$ cat src/rtl/binary_pattern_pkg.sv
`default_nettype none
// ============================================================================
// Module   : binary_pattern_pkg
// Brief    : Shared types and helpers for the binary pattern generator.
//            The optional ONES/WALK0 phases are selected by the macro
//            BINARY_PATTERN_GEN_WALK_ZERO_EN.
// Revision : 1.0 - initial release
// ============================================================================
package binary_pattern_pkg;

    // Default word width of the detector stream.
    localparam int DEFAULT_WIDTH = 64;

    // Build-time flag mirroring the optional walking-zero phases.
`ifdef BINARY_PATTERN_GEN_WALK_ZERO_EN
    localparam bit WALK_ZERO_EN = 1'b1;
`else
    localparam bit WALK_ZERO_EN = 1'b0;
`endif

    // Sequencer states. ONES and WALK0 are only reachable when the
    // walking-zero phases are compiled in.
    typedef enum logic [2:0] {
        IDLE  = 3'd0,
        ZERO  = 3'd1,
        WALK1 = 3'd2,
        ONES  = 3'd3,
        WALK0 = 3'd4,
        DONE  = 3'd5
    } state_t;

    // Number of words in one complete sequence.
    function automatic int seq_len(input int width, input bit walk_zero);
        return walk_zero ? (2 * width + 2) : (width + 1);
    endfunction

endpackage
`default_nettype wire

$ cat src/rtl/binary_pattern_generator_if.sv
`default_nettype none
// ============================================================================
// Module   : binary_pattern_generator_if
// Brief    : Request and valid/ready word stream between the pattern
//            generator (master) and its consumer (slave).
// Revision : 1.0 - initial release
// ============================================================================
interface binary_pattern_generator_if
    import binary_pattern_pkg::*;
#(
    parameter int WIDTH = DEFAULT_WIDTH
);
    logic             start;
    logic             out_ready;
    logic             out_valid;
    logic [WIDTH-1:0] out_data;
    logic             out_last;
    logic             busy;
    logic             done;

    modport master (
        input  start,
        input  out_ready,
        output out_valid,
        output out_data,
        output out_last,
        output busy,
        output done
    );

    modport slave (
        output start,
        output out_ready,
        input  out_valid,
        input  out_data,
        input  out_last,
        input  busy,
        input  done
    );
endinterface
`default_nettype wire

$ cat src/rtl/pattern_word_builder.sv
`default_nettype none
// ============================================================================
// Module   : pattern_word_builder
// Brief    : Combinational map from (state, idx) to the test word and the
//            final-word flag. Honours BINARY_PATTERN_GEN_WALK_ZERO_EN: with
//            it, the last word is the final walking zero; without it, the
//            final walking one.
// Revision : 1.0 - initial release
// ============================================================================
module pattern_word_builder
    import binary_pattern_pkg::*;
#(
    parameter int WIDTH = DEFAULT_WIDTH,
    parameter int IDX_W = $clog2(WIDTH)
) (
    input  state_t           i_state,
    input  logic [IDX_W-1:0] i_idx,
    output logic [WIDTH-1:0] o_word,
    output logic             o_last
);

    localparam logic [WIDTH-1:0] c_ONE      = WIDTH'(1);
    localparam logic [IDX_W-1:0] c_IDX_LAST = IDX_W'(WIDTH - 1);

    // Select the word for the current phase; ZERO, IDLE and DONE give 0.
    always_comb begin
        o_word = '0;
        o_last = 1'b0;
        case (i_state)
            WALK1: begin
                o_word = c_ONE << i_idx;
`ifndef BINARY_PATTERN_GEN_WALK_ZERO_EN
                o_last = (i_idx == c_IDX_LAST);
`endif
            end
`ifdef BINARY_PATTERN_GEN_WALK_ZERO_EN
            ONES: begin
                o_word = '1;
            end
            WALK0: begin
                o_word = ~(c_ONE << i_idx);
                o_last = (i_idx == c_IDX_LAST);
            end
`endif
            default: begin
                o_word = '0;
                o_last = 1'b0;
            end
        endcase
    end

endmodule
`default_nettype wire

$ cat src/rtl/binary_pattern_generator.sv
`default_nettype none
// ============================================================================
// Module   : binary_pattern_generator
// Brief    : On request emits all-zero followed by a walking one (and, with
//            BINARY_PATTERN_GEN_WALK_ZERO_EN defined, all-ones followed by a
//            walking zero) over a valid/ready stream, then pulses done.
//            All outputs are registered from the next-state values, so no
//            input reaches an output combinationally.
// Revision : 1.0 - initial release
// ============================================================================
module binary_pattern_generator
    import binary_pattern_pkg::*;
#(
    parameter int WIDTH = DEFAULT_WIDTH
) (
    input  logic                       clk,
    input  logic                       rst_n,
    binary_pattern_generator_if.master bus
);

    localparam int                 c_IDX_W    = $clog2(WIDTH);
    localparam logic [c_IDX_W-1:0] c_IDX_LAST = c_IDX_W'(WIDTH - 1);

    state_t               r_state;
    logic [c_IDX_W-1:0]   r_idx;
    state_t               w_state_nxt;
    logic [c_IDX_W-1:0]   w_idx_nxt;

    logic                 r_valid;
    logic [WIDTH-1:0]     r_data;
    logic                 r_last;
    logic                 r_busy;
    logic                 r_done;

    logic                 w_xfer;
    logic [WIDTH-1:0]     w_word_nxt;
    logic                 w_last_nxt;
    logic                 w_valid_nxt;
    logic                 w_busy_nxt;
    logic                 w_done_nxt;

    // A word moves only while it is actually presented.
    assign w_xfer = r_valid & bus.out_ready;

    // State and index register; reset aborts any sequence in flight.
    always_ff @(posedge clk) begin
        if (!rst_n) begin
            r_state <= IDLE;
            r_idx   <= '0;
        end else begin
            r_state <= w_state_nxt;
            r_idx   <= w_idx_nxt;
        end
    end

    // Next-state and index logic; the terminal compare precedes any wrap.
    always_comb begin
        w_state_nxt = r_state;
        w_idx_nxt   = r_idx;
        case (r_state)
            IDLE: begin
                if (bus.start) begin
                    w_state_nxt = ZERO;
                    w_idx_nxt   = '0;
                end
            end
            ZERO: begin
                if (w_xfer) begin
                    w_state_nxt = WALK1;
                    w_idx_nxt   = '0;
                end
            end
            WALK1: begin
                if (w_xfer) begin
                    if (r_idx == c_IDX_LAST) begin
`ifdef BINARY_PATTERN_GEN_WALK_ZERO_EN
                        w_state_nxt = ONES;
`else
                        w_state_nxt = DONE;
`endif
                        w_idx_nxt   = '0;
                    end else begin
                        w_idx_nxt   = r_idx + 1'b1;
                    end
                end
            end
`ifdef BINARY_PATTERN_GEN_WALK_ZERO_EN
            ONES: begin
                if (w_xfer) begin
                    w_state_nxt = WALK0;
                    w_idx_nxt   = '0;
                end
            end
            WALK0: begin
                if (w_xfer) begin
                    if (r_idx == c_IDX_LAST) begin
                        w_state_nxt = DONE;
                        w_idx_nxt   = '0;
                    end else begin
                        w_idx_nxt   = r_idx + 1'b1;
                    end
                end
            end
`endif
            DONE: begin
                w_state_nxt = IDLE;
                w_idx_nxt   = '0;
            end
            default: begin
                w_state_nxt = IDLE;
                w_idx_nxt   = '0;
            end
        endcase
    end

    // Word and last flag for the state about to be entered.
    pattern_word_builder #(
        .WIDTH (WIDTH),
        .IDX_W (c_IDX_W)
    ) u_word_builder (
        .i_state (w_state_nxt),
        .i_idx   (w_idx_nxt),
        .o_word  (w_word_nxt),
        .o_last  (w_last_nxt)
    );

    // Output decode from the next state, so registered outputs line up with it.
    always_comb begin
        w_valid_nxt = 1'b0;
        w_busy_nxt  = 1'b0;
        w_done_nxt  = 1'b0;
        case (w_state_nxt)
            IDLE: begin
                w_valid_nxt = 1'b0;
            end
            DONE: begin
                w_busy_nxt  = 1'b1;
                w_done_nxt  = 1'b1;
            end
            default: begin
                w_valid_nxt = 1'b1;
                w_busy_nxt  = 1'b1;
            end
        endcase
    end

    // Output registers.
    always_ff @(posedge clk) begin
        if (!rst_n) begin
            r_valid <= 1'b0;
            r_data  <= '0;
            r_last  <= 1'b0;
            r_busy  <= 1'b0;
            r_done  <= 1'b0;
        end else begin
            r_valid <= w_valid_nxt;
            r_data  <= w_word_nxt;
            r_last  <= w_last_nxt;
            r_busy  <= w_busy_nxt;
            r_done  <= w_done_nxt;
        end
    end

    assign bus.out_valid = r_valid;
    assign bus.out_data  = r_data;
    assign bus.out_last  = r_last;
    assign bus.busy      = r_busy;
    assign bus.done      = r_done;

endmodule
`default_nettype wire

$ cat src/flat_wrapper.sv
// flat-port wrapper written by rule: the top's interface ports become plain ports
module binary_pattern_generator_flat import binary_pattern_pkg::*;
#(
    parameter int WIDTH = DEFAULT_WIDTH
)
  (clk, rst_n, bus_start, bus_out_ready, bus_out_valid, bus_out_data, bus_out_last, bus_busy, bus_done);
  binary_pattern_generator_if #(.WIDTH(WIDTH)) bus_i ();
  input  logic clk;
  input  logic rst_n;
  input wire logic [$bits(bus_i.start)-1:0] bus_start;
  input wire logic [$bits(bus_i.out_ready)-1:0] bus_out_ready;
  output wire logic [$bits(bus_i.out_valid)-1:0] bus_out_valid;
  output wire logic [$bits(bus_i.out_data)-1:0] bus_out_data;
  output wire logic [$bits(bus_i.out_last)-1:0] bus_out_last;
  output wire logic [$bits(bus_i.busy)-1:0] bus_busy;
  output wire logic [$bits(bus_i.done)-1:0] bus_done;
  assign bus_i.start = bus_start;
  assign bus_i.out_ready = bus_out_ready;
  assign bus_out_valid = bus_i.out_valid;
  assign bus_out_data = bus_i.out_data;
  assign bus_out_last = bus_i.out_last;
  assign bus_busy = bus_i.busy;
  assign bus_done = bus_i.done;
  binary_pattern_generator #(.WIDTH(WIDTH)) u_core (.clk(clk), .rst_n(rst_n), .bus(bus_i));
endmodule
$ cat config.mk
export PLATFORM = sky130hd
export DESIGN_NAME = binary_pattern_generator_flat
export DESIGN_NICKNAME = d
export VERILOG_FILES = /design/src/rtl/binary_pattern_pkg.sv /design/src/rtl/binary_pattern_generator_if.sv /design/src/rtl/pattern_word_builder.sv /design/src/rtl/binary_pattern_generator.sv /design/src/flat_wrapper.sv
export SDC_FILE = /design/constraint.sdc
export NUM_CORES = 1
export LEC_CHECK = 0
export BUFFER_PORTS_ARGS = -buffer_cell sky130_fd_sc_hd__buf_2
export CORE_MARGIN = 3
export CORE_UTILIZATION = 47
export DETAILED_ROUTE_END_ITERATION = 10
export PLACE_DENSITY = 0.71
export REMOVE_ABC_BUFFERS = 1
export SETUP_SLACK_MARGIN = 0.3
export SYNTH_ARGS = -nofsm -noshare
export SYNTH_HDL_FRONTEND = slang
export SYNTH_HIERARCHICAL = 1
export SYNTH_SLANG_ARGS = --single-unit
$ cat constraint.sdc
create_clock -name clk -period 2.5 [get_ports clk]
set_input_delay 0 -clock clk [delete_from_list [all_inputs] [get_ports clk]]
set_output_delay 0 -clock clk [all_outputs]
set_load 0.01 [all_outputs]
# == After elaboration in Yosys (flattened, before gate mapping) ==
# Cells that the tools add are included.
# W data, S select, Z words.
# totals
regBits,77
output_inout_bits,68
# classes
add_sub_neg,1
n_reduce_logical,4
n_bitwise,1
n_eq_ne,6
muxes,13
shift,1
# op_table
cell,n
$shl A1 B6 Y64 const A,1
$mux W6,4
$pmux W6 S3,1
$eq A6 B6 Y1 const B,2
$mux W3,4
$pmux W3 S3,1
$add A6 B1 Y6 const B,1
$eq A3 B2 Y1 const B,2
$logic_not A3 Y1,2
$eq A3 B1 Y1 const B,1
$eq A3 B3 Y1 const B,1
$mux W1,3
$reduce_and A2 Y1,1
$reduce_or A2 Y1,1
$and A1 B1 Y1,1

# == Depth between registers and ports, before layout ==
# Gate-level depths: netlist of run 1.
# depth
ltp_word,7
depth_mapped,12
mapped_depth_nobuf,8

# == Modules after synthesis ==
# Netlist of run 1, hierarchy kept.
# modules_own_cells
mod,cells_per_inst,area_each_um2,instances,seq_area_each_um2
binary_pattern_generator,218,2384.8,1,1541.5
pattern_word_builder,104,620.6,1,0.0

# == Worst setup path before layout of run 1 ==
# No wires, ideal clock.
# synth_path
kind,register -> register
startpoint,register u_core.r_state[0]
endpoint,register u_core.r_data[25] (netlist: u_core/bus.out_data[25])
stages_incl_launch_ff,10
path_slack_ns,-0.098
arrival_time_ns,2.539
cell_sequence,dfxtp_1 > buf_6 > or3b_1 > buf_2 > a311o_1 > o22ai_1 > clkbuf_1 > or4bb_1 > nor3_1 > and2_1
# synth_between
elab_cells_between_ends,12
classes_between,eq/ne: 3; shift: 1; mux: 6; reduce/logical: 2
# synth_lines
item,line,source
from (decl),binary_pattern_generator.sv:24,state_t r_state;
from (signal assigned),binary_pattern_generator.sv:51,r_state <= w_state_nxt;
$eq A3 B2 Y1 (tied with other cells),binary_pattern_generator.sv:60,case (r_state)
$pmux W6 S3 *,binary_pattern_generator.sv:60,
via u_core.w_idx_nxt[0],binary_pattern_generator.sv:27,logic [c_IDX_W-1:0] w_idx_nxt;
$shl A1 B6 Y64 *,pattern_word_builder.sv:31,o_word = c_ONE << i_idx;
to (signal assigned),binary_pattern_generator.sv:157,r_data <= w_word_nxt;
to (decl),binary_pattern_generator.sv:30,logic [WIDTH-1:0] r_data;
# Mark *: on every way through the listed nets, which the timed path passes. The rest lies on a longest branch.
# A chain may end at the register's enable or synchronous reset.

# == Worst setup path after layout of run 1 ==
# layout_path
startpoint,register u_core.r_state[1]
endpoint,register u_core.r_last (netlist: u_core/bus.out_last)
# layout_between
elab_cells_between_ends,12
classes_between,eq/ne: 4; mux: 6; reduce/logical: 2
# layout_lines
item,line,source
$eq A3 B2 Y1 (tied with other cells),binary_pattern_generator.sv:60,
$pmux W3 S3 *,binary_pattern_generator.sv:60,
via u_core.w_state_nxt[2],binary_pattern_generator.sv:26,state_t w_state_nxt;
$eq A3 B2 Y1 *,pattern_word_builder.sv:29,case (i_state)
$reduce_and A2 Y1 (no line) *,n/a,
to (signal assigned),binary_pattern_generator.sv:158,r_last <= w_last_nxt;
to (decl),binary_pattern_generator.sv:31,logic r_last;
# Marks and branches as above.

==> results of run 1 <==
-- cell usage in the layout (no fill, tap or decap), types with 3 or more instances in the layout --
cell / count
dfxtp_2: 5
buf_2: 73
buf_4: 26
nor3_1: 28
nand2b_1: 3
nor2_1: 3
and2_1: 68
nand2_1: 11
inv_1: 5
dfxtp_4: 3
nand4b_1: 4
o21ai_0: 3
dfxtp_1: 69
nor3_2: 36
clkbuf_8: 12
nand3_1: 4
buf_6: 7
or4b_4: 5
nand4bb_1: 3
-- worst max-delay path by stage --
stage                                 start                      end  slack, ps  cells after the start
final                     u_core/r_state[1]      u_core/bus.out_last        180                      8
after global routing      u_core/r_state[0]      u_core/bus.out_last        130                      8
after CTS                 u_core/r_state[0]  u_core/bus.out_data[24]        270                      8
after detailed placement  u_core/r_state[0]  u_core/bus.out_data[20]          7                      7
after global placement    u_core/r_state[0]  u_core/bus.out_data[20]         90                      7
after floorplan           u_core/r_state[1]   u_core/bus.out_data[1]       -260                      6
-- critical path, cell delays in order, from the launching register on --
cell	delay [ps]
dfxtp_4	380
or3b_4	400
buf_6	140
nor4_1	380
buf_4	230
nand4bb_4	170
buf_2	260
nor3_1	90
and2_1	170
-- metal layers --
layer | global-route usage (%) | wire [um] | vias to the layer above
li1 | - | - | 1289
met1 | 25.5 | 3350 | 1220
met2 | 29.7 | 3750 | 87
met3 | 5.19 | 397 | 9
met4 | 6.47 | 77 | 0
met5 | 0 | 0 | -
-- final cells by class --
class | count | area share [%]
inverter | 7 | 0.739
clock buffer | 13 | 3.99
tap | 75 | 2.22
clock inverter | 3 | 1.01
timing repair buffer | 109 | 16.6
sequential | 77 | 36.8
multi-input combinational | 211 | 38.6
-- report_power, final --
group          switching [mW]  internal (mW)  leakage, nW  total (mW)
Sequential            0.00810           1.23        0.625        1.24
Combinational          0.0535         0.0413         1.08      0.0948
Clock                   0.435          0.542        0.106       0.977
-- state kept, by name, indices dropped and copies added, names as in the netlist --
signal / flops
u_core/bus.out_valid: 1
u_core/bus.out_last: 1
u_core/r_idx: 6
u_core/bus.done: 1
u_core/r_state: 3
u_core/bus.out_data: 64
u_core/bus.busy: 1
-- per-stage QoR --
step	util [%]	setup WS, ps	power (mW)	instance area [sq um]
floorplan	-	-256	1.30	2870
global placement	57.1	90.5	1.33	3460
detailed placement	57.1	7.42	1.33	3460
CTS	62.8	268	2.30	3810
global route	69.8	134	2.39	4230
finish	69.8	182	2.31	4230
-- cell usage after synthesis (all sizes together), types with 3 or more instances --
master	number	area share, %
nor3	66	11
clkbuf	18	2.2
nand2b	3	0.62
buf	9	2.4
nand4bb	6	2.2
or4b	6	2.0
nand4b	4	1.2
nor2	3	0.37
o21ai	4	0.67
dfxtp	77	51
nand2	13	1.6
and2	68	14
inv	6	0.75
nand3	4	0.67
a21oi	4	0.67
-- logic make-up (layout without fill, tap and decap cells) --
kind of cell | after synthesis | in the layout | share of synthesized area, %
simple gates | 189 | 189 | 37.9
flops | 77 | 77 | 51.3
buf+inv | 34 | 132 | 5.49
compound gates | 20 | 20 | 4.62
fa+ha+maj | 1 | 1 | 0.416
xor+xnor | 1 | 1 | 0.291
-- repair_timing --
| item | in CTS | in global routing |
|---|---|---|
| buffers inserted | 8 | 8 |
| gates cloned | 0 | 4 |
| hold buffers | 0 | 0 |
| setup endpoints to repair | 60 | 65 |
| pin swaps | 4 | 19 |
| gates resized for setup | 25 | 67 |
==> reports/results.tsv, run 1 <==
metric	value	unit
outcome	complete, no violations	
num_rows	28	
worst_r2r_endpoint	u_core/bus.out_last	
drv_cap	0	
instances_no_fill	495	
clock_sinks	77	
synth_cells	322	
hold_ws	94.6	ps
setup.worst_path.start_class	register	
clock-root-buffer	clkbuf_8	
required	2740	ps
clkTransAtPathRegs	80	ps
htreeDepth	3	
regArea	1560	sq um
arrival	2560	ps
synth-seq-cells	77	
finalClockSkew	13.5	ps
r2r-start	u_core/r_state[1]	
io_pins	72	
syn_area_per_cell	9.33	sq um
ys_types	44	
async_reset_ff_share	0	%
end_kind	register	
fin_nets	420	
synth_edf_count	0	
multi_input_area	1630	sq um
worstSetupPathType	reg2reg	
die_h	86.0	um
fin_crit_sh	92.7	%
grt_pass1_wl	11.2	mm
clk_latency	340	ps
setup_viol	0	
cts_buffers	9	
fin_crit	2320	ps
relSlewSlack	66.3	%
powerDensity	546	nW/um^2
final_layout_size_suffix_gt1_share	47.1	%
finalWeightedCongestion	0.873	
routedWlPerCell	15.3	um
dieArea	7390	sq um
grt_start_max_net_pins	45	
grt_overflow	0	
worst_r2r_path_depth	8	
hold_viol_final	0	
grt_pass1_vias	2339	
grt_usage	19.1	%
drt-total-wl	7.58	mm
num_vias	2605	
cts_tree	done	
coreArea	6060	sq um
fin_setup_tns	0	ps
die_x	86.0	um
placed_cells	459	
peakVddDrop	0.461	mV
vias_per_cell	5.26	
area_growth	40.8	%
port_buffers	71	
yosysSeqAreaShare	51.3	%
rsz0062_at_grt	true	
hold_path_end	u_core/r_state[0]	
holdPathStages	4	
cts_buffer_depth	2	
grt_antenna_before_repair	0	
synth_flop_cell	dfxtp_1	
hold_start	bus_start	
fmax	431	MHz
dp_hpwl	4.40	mm
antenna_left	0	
drtIter0Drc	152	
ys.warnings.count	6	
hold_class	in2reg	
regToRegSetupSlack	180	ps
start_util	49.6	%
fillers	466	
cp_max_fo	8	
synth_area	3010	sq um
drv_slew	0	
n_antenna_cell	0	
drtPass1Iterations	4	
worst_slew_pin_slew	502	ps
drc_errors	0	
power.leakage	1.81	nW
Power figures use the tool's default switching activity.
==> run 2, diff against run 1 <==
- CAP_MARGIN: unset -> 20
- CORE_UTILIZATION: 47 -> 53
- PLACE_DENSITY: 0.71 -> 0.76
- clock period: 2.5 -> 2.43 ns (I/O delays scaled with it)
==> run 2 against run 1 <==
Net effect: the flow now finishes with violations (negative setup slack); clock-buffer cell count shrank 4; combinational power grew 16%; sequential share of layout area shrank 1.9 points; largest power group unchanged; via count grew 16%; worst hold slack lost 14 ps; critical path depth grew 1; critical path type unchanged; register-to-register slack lost 180 ps; power grew 12%; die area shrank 11%; fmax shrank 4.6%; clock power grew 22%; cell area grew 5.2%.
==> reports/results.tsv, run 2 (synthesis gave the netlist of run 1 again) <==
metric	value	unit	change
arrival	2730	ps	+170 ps
powerDensity	579	nW/um^2	+6.0%
n_antenna_cell	0		unchanged
fmax	411	MHz	-4.6%
dp_slack	-22.8	ps	-30.2 ps
rsz0062_at_grt	true		
clock-root-buffer	clkbuf_8		
num_vias	3010		+16%
start_util	56.7	%	+7.1 points
regToRegSetupSlack	-0.3	ps	-180 ps
drtIter0Drc	209		+38%
power.leakage	1.89	nW	+4.8%
drt-total-wl	9.96	mm	+31%
peakVddDrop	0.406	mV	-12%
crit_buf_inv	1		-2
finalWeightedCongestion	0.843		-3.5%
outcome	finished with violations		
p_int	2.00	mW	+10%
required	2730	ps	about the same
drv_slew	0		unchanged
die_x	81.3	um	-5.4%
drv_cap	0		unchanged
io_pins	72		unchanged
cpMaxStageDelayCell	or4b_4		
fin_crit_sh	100	%	+7.3 points
holdBufCountCts	0		unchanged
cts_tree	done		
p_switching	0.581	mW	+17%
final_layout_size_suffix_gt1_share	50.7	%	+3.6 points
setup.worst_path.start_class	register		
fillers	264		-43%
finalClockSkew	19.5	ps	+6.04 ps
area_growth	48.1	%	
worst_r2r_path_depth	9		+1
dieArea	6610	sq um	-11%
grt_pass1_wl	13.0	mm	+17%
port_buffers	71		unchanged
grt_pass1_vias	2657		+14%
grt_usage	26.3	%	+7.2 points
clock_sinks	77		unchanged
cp_max_fo	8		unchanged
dp_hpwl	4.26	mm	-3.2%
clkTransAtPathRegs	100	ps	+20 ps
cts_buffer_depth	2		unchanged
p_sw_share	22.5	%	+1.1 points
slowest_delay	580	ps	+180 ps
antenna_left	0		unchanged
grt_overflow	0		unchanged
vias_per_cell	6.04		+15%
drc_errors	0		unchanged
r2r-start	u_core/r_idx[1]		
end_kind	register		
setup_ws	-0.318	ps	-182 ps
power.total	2.58	mW	+12%
routedWlPerCell	20.0	um	+31%
largest_reg_flops	64		unchanged
num_rows	26		-7.1%
path_depth	9		+1
pwr-share-clk	46.3	%	+4.0 points
setup_viol	1		+1
fin_nets	428		+1.9%
fin_crit	2430	ps	+112 ps
cp-startpoint	u_core/r_idx[1]		
worstSetupPathType	reg2reg		
hold_viol_final	0		unchanged
htreeDepth	3		unchanged
instances_no_fill	498		+0.61%
worst_slew_pin_slew	359	ps	-143 ps
hold_ws	80.6	ps	-14.0 ps
p_comb_share	4.3	%	+0.2 points
placed_cells	454		-1.1%
violations	negative setup slack		
crit_family	simple AND/OR/NAND/NOR gates		
drtPass1Iterations	5		+1
worst_r2r_endpoint	u_core/bus.out_data[27]		
die_h	81.3	um	-5.4%
coreArea	5300	sq um	-13%
hold_class	in2reg		
endpoint	u_core/bus.out_data[27]		
grt_start_max_net_pins	47		+4.4%
grt_antenna_before_repair	0		unchanged
relSlewSlack	75.8	%	+9.6 points
crit_chain	ha_4, and3_4, nor2_1, o21ai_4, nand2_4, or4b_4, buf_4, nor3_1, and2_1		
clk_latency	360	ps	+20 ps
pwr-share-seq	49.4	%	-4.2 points
cts_buffers	9		unchanged
final_cell_mix	buf_2, dfxtp_1, and2_1		
final_common_cell	buf_2		
-- run 2: cell count changes in the layout (fill, tap and decap cells not counted), moves of 2 or more --
cell       previous run  this run
nand4bb_4             1         4
bufinv_16             1         3
clkbuf_8             12         9
clkinv_4              0         2
buf_4                26        35
nand4bb_2             2         0
nor3_2               36        31
nor3_1               28        31
nand2_2               1         3
nor3_4                2         4
nand2_1              11         9
-- run 2: layout make-up --
cell class	count	area (sq um)	area share (%)
clock buffers	9	124	2.78
clock inverters	7	121	2.73
inverters	7	31.3	0.703
multi-input cells	211	1770	39.7
flip-flops and latches	77	1560	35.0
well taps	70	87.6	1.97
repair buffers	117	762	17.1
-- run 2: how the worst min path moves through the flow --
stage / from / slack, ps / cells past startpoint / to
3_3_place_gp: u_core/bus.out_data[15] / 390 / 1 / bus_out_data[15]
3_5_place_dp: u_core/bus.out_data[55] / 390 / 1 / bus_out_data[55]
6_report: rst_n / 80 / 2 / u_core/r_idx[4]
4_1_cts: rst_n / 80 / 2 / u_core/r_idx[5]
2_1_floorplan: rst_n / 120 / 1 / u_core/bus.out_data[0]
5_1_grt: rst_n / 120 / 2 / u_core/r_idx[4]
-- run 2: power groups by stage --
stage	registers [mW]	logic (mW)	clock network, mW
after global routing	1.27	0.118	1.23
after global placement	1.30	0.0723	0
final	1.27	0.110	1.19
after floorplan	1.30	0.0315	0
after detailed placement	1.30	0.0730	0
after CTS	1.27	0.0971	1.17
-- run 2: routing by layer --
metal  vias up  routed length (um)  global-route usage [%]
met4         0                 348                    15.4
met2       187                4960                    43.3
li1       1307                   -                       -
met1      1477                3910                    30.5
met3        39                 738                    7.10
met5         -                   0                       0
-- run 2: timing repair --
| action | in CTS | in global routing |
|---|---|---|
| resized for setup | 69 | 42 |
| setup buffers | 17 | 8 |
| gates cloned | 1 | 2 |
| setup endpoints to repair | 65 | 65 |
| pin swaps | 16 | 17 |
-- run 2: stage by stage --
step	TNS, ps	utilization, %	instance area (sq um)
floorplan	-3050	-	2870
global placement	0	65.1	3450
detailed placement	-22.8	65.1	3450
CTS	0	77.7	4120
global route	-64.1	84.0	4450
finish	-0.318	84.0	4450
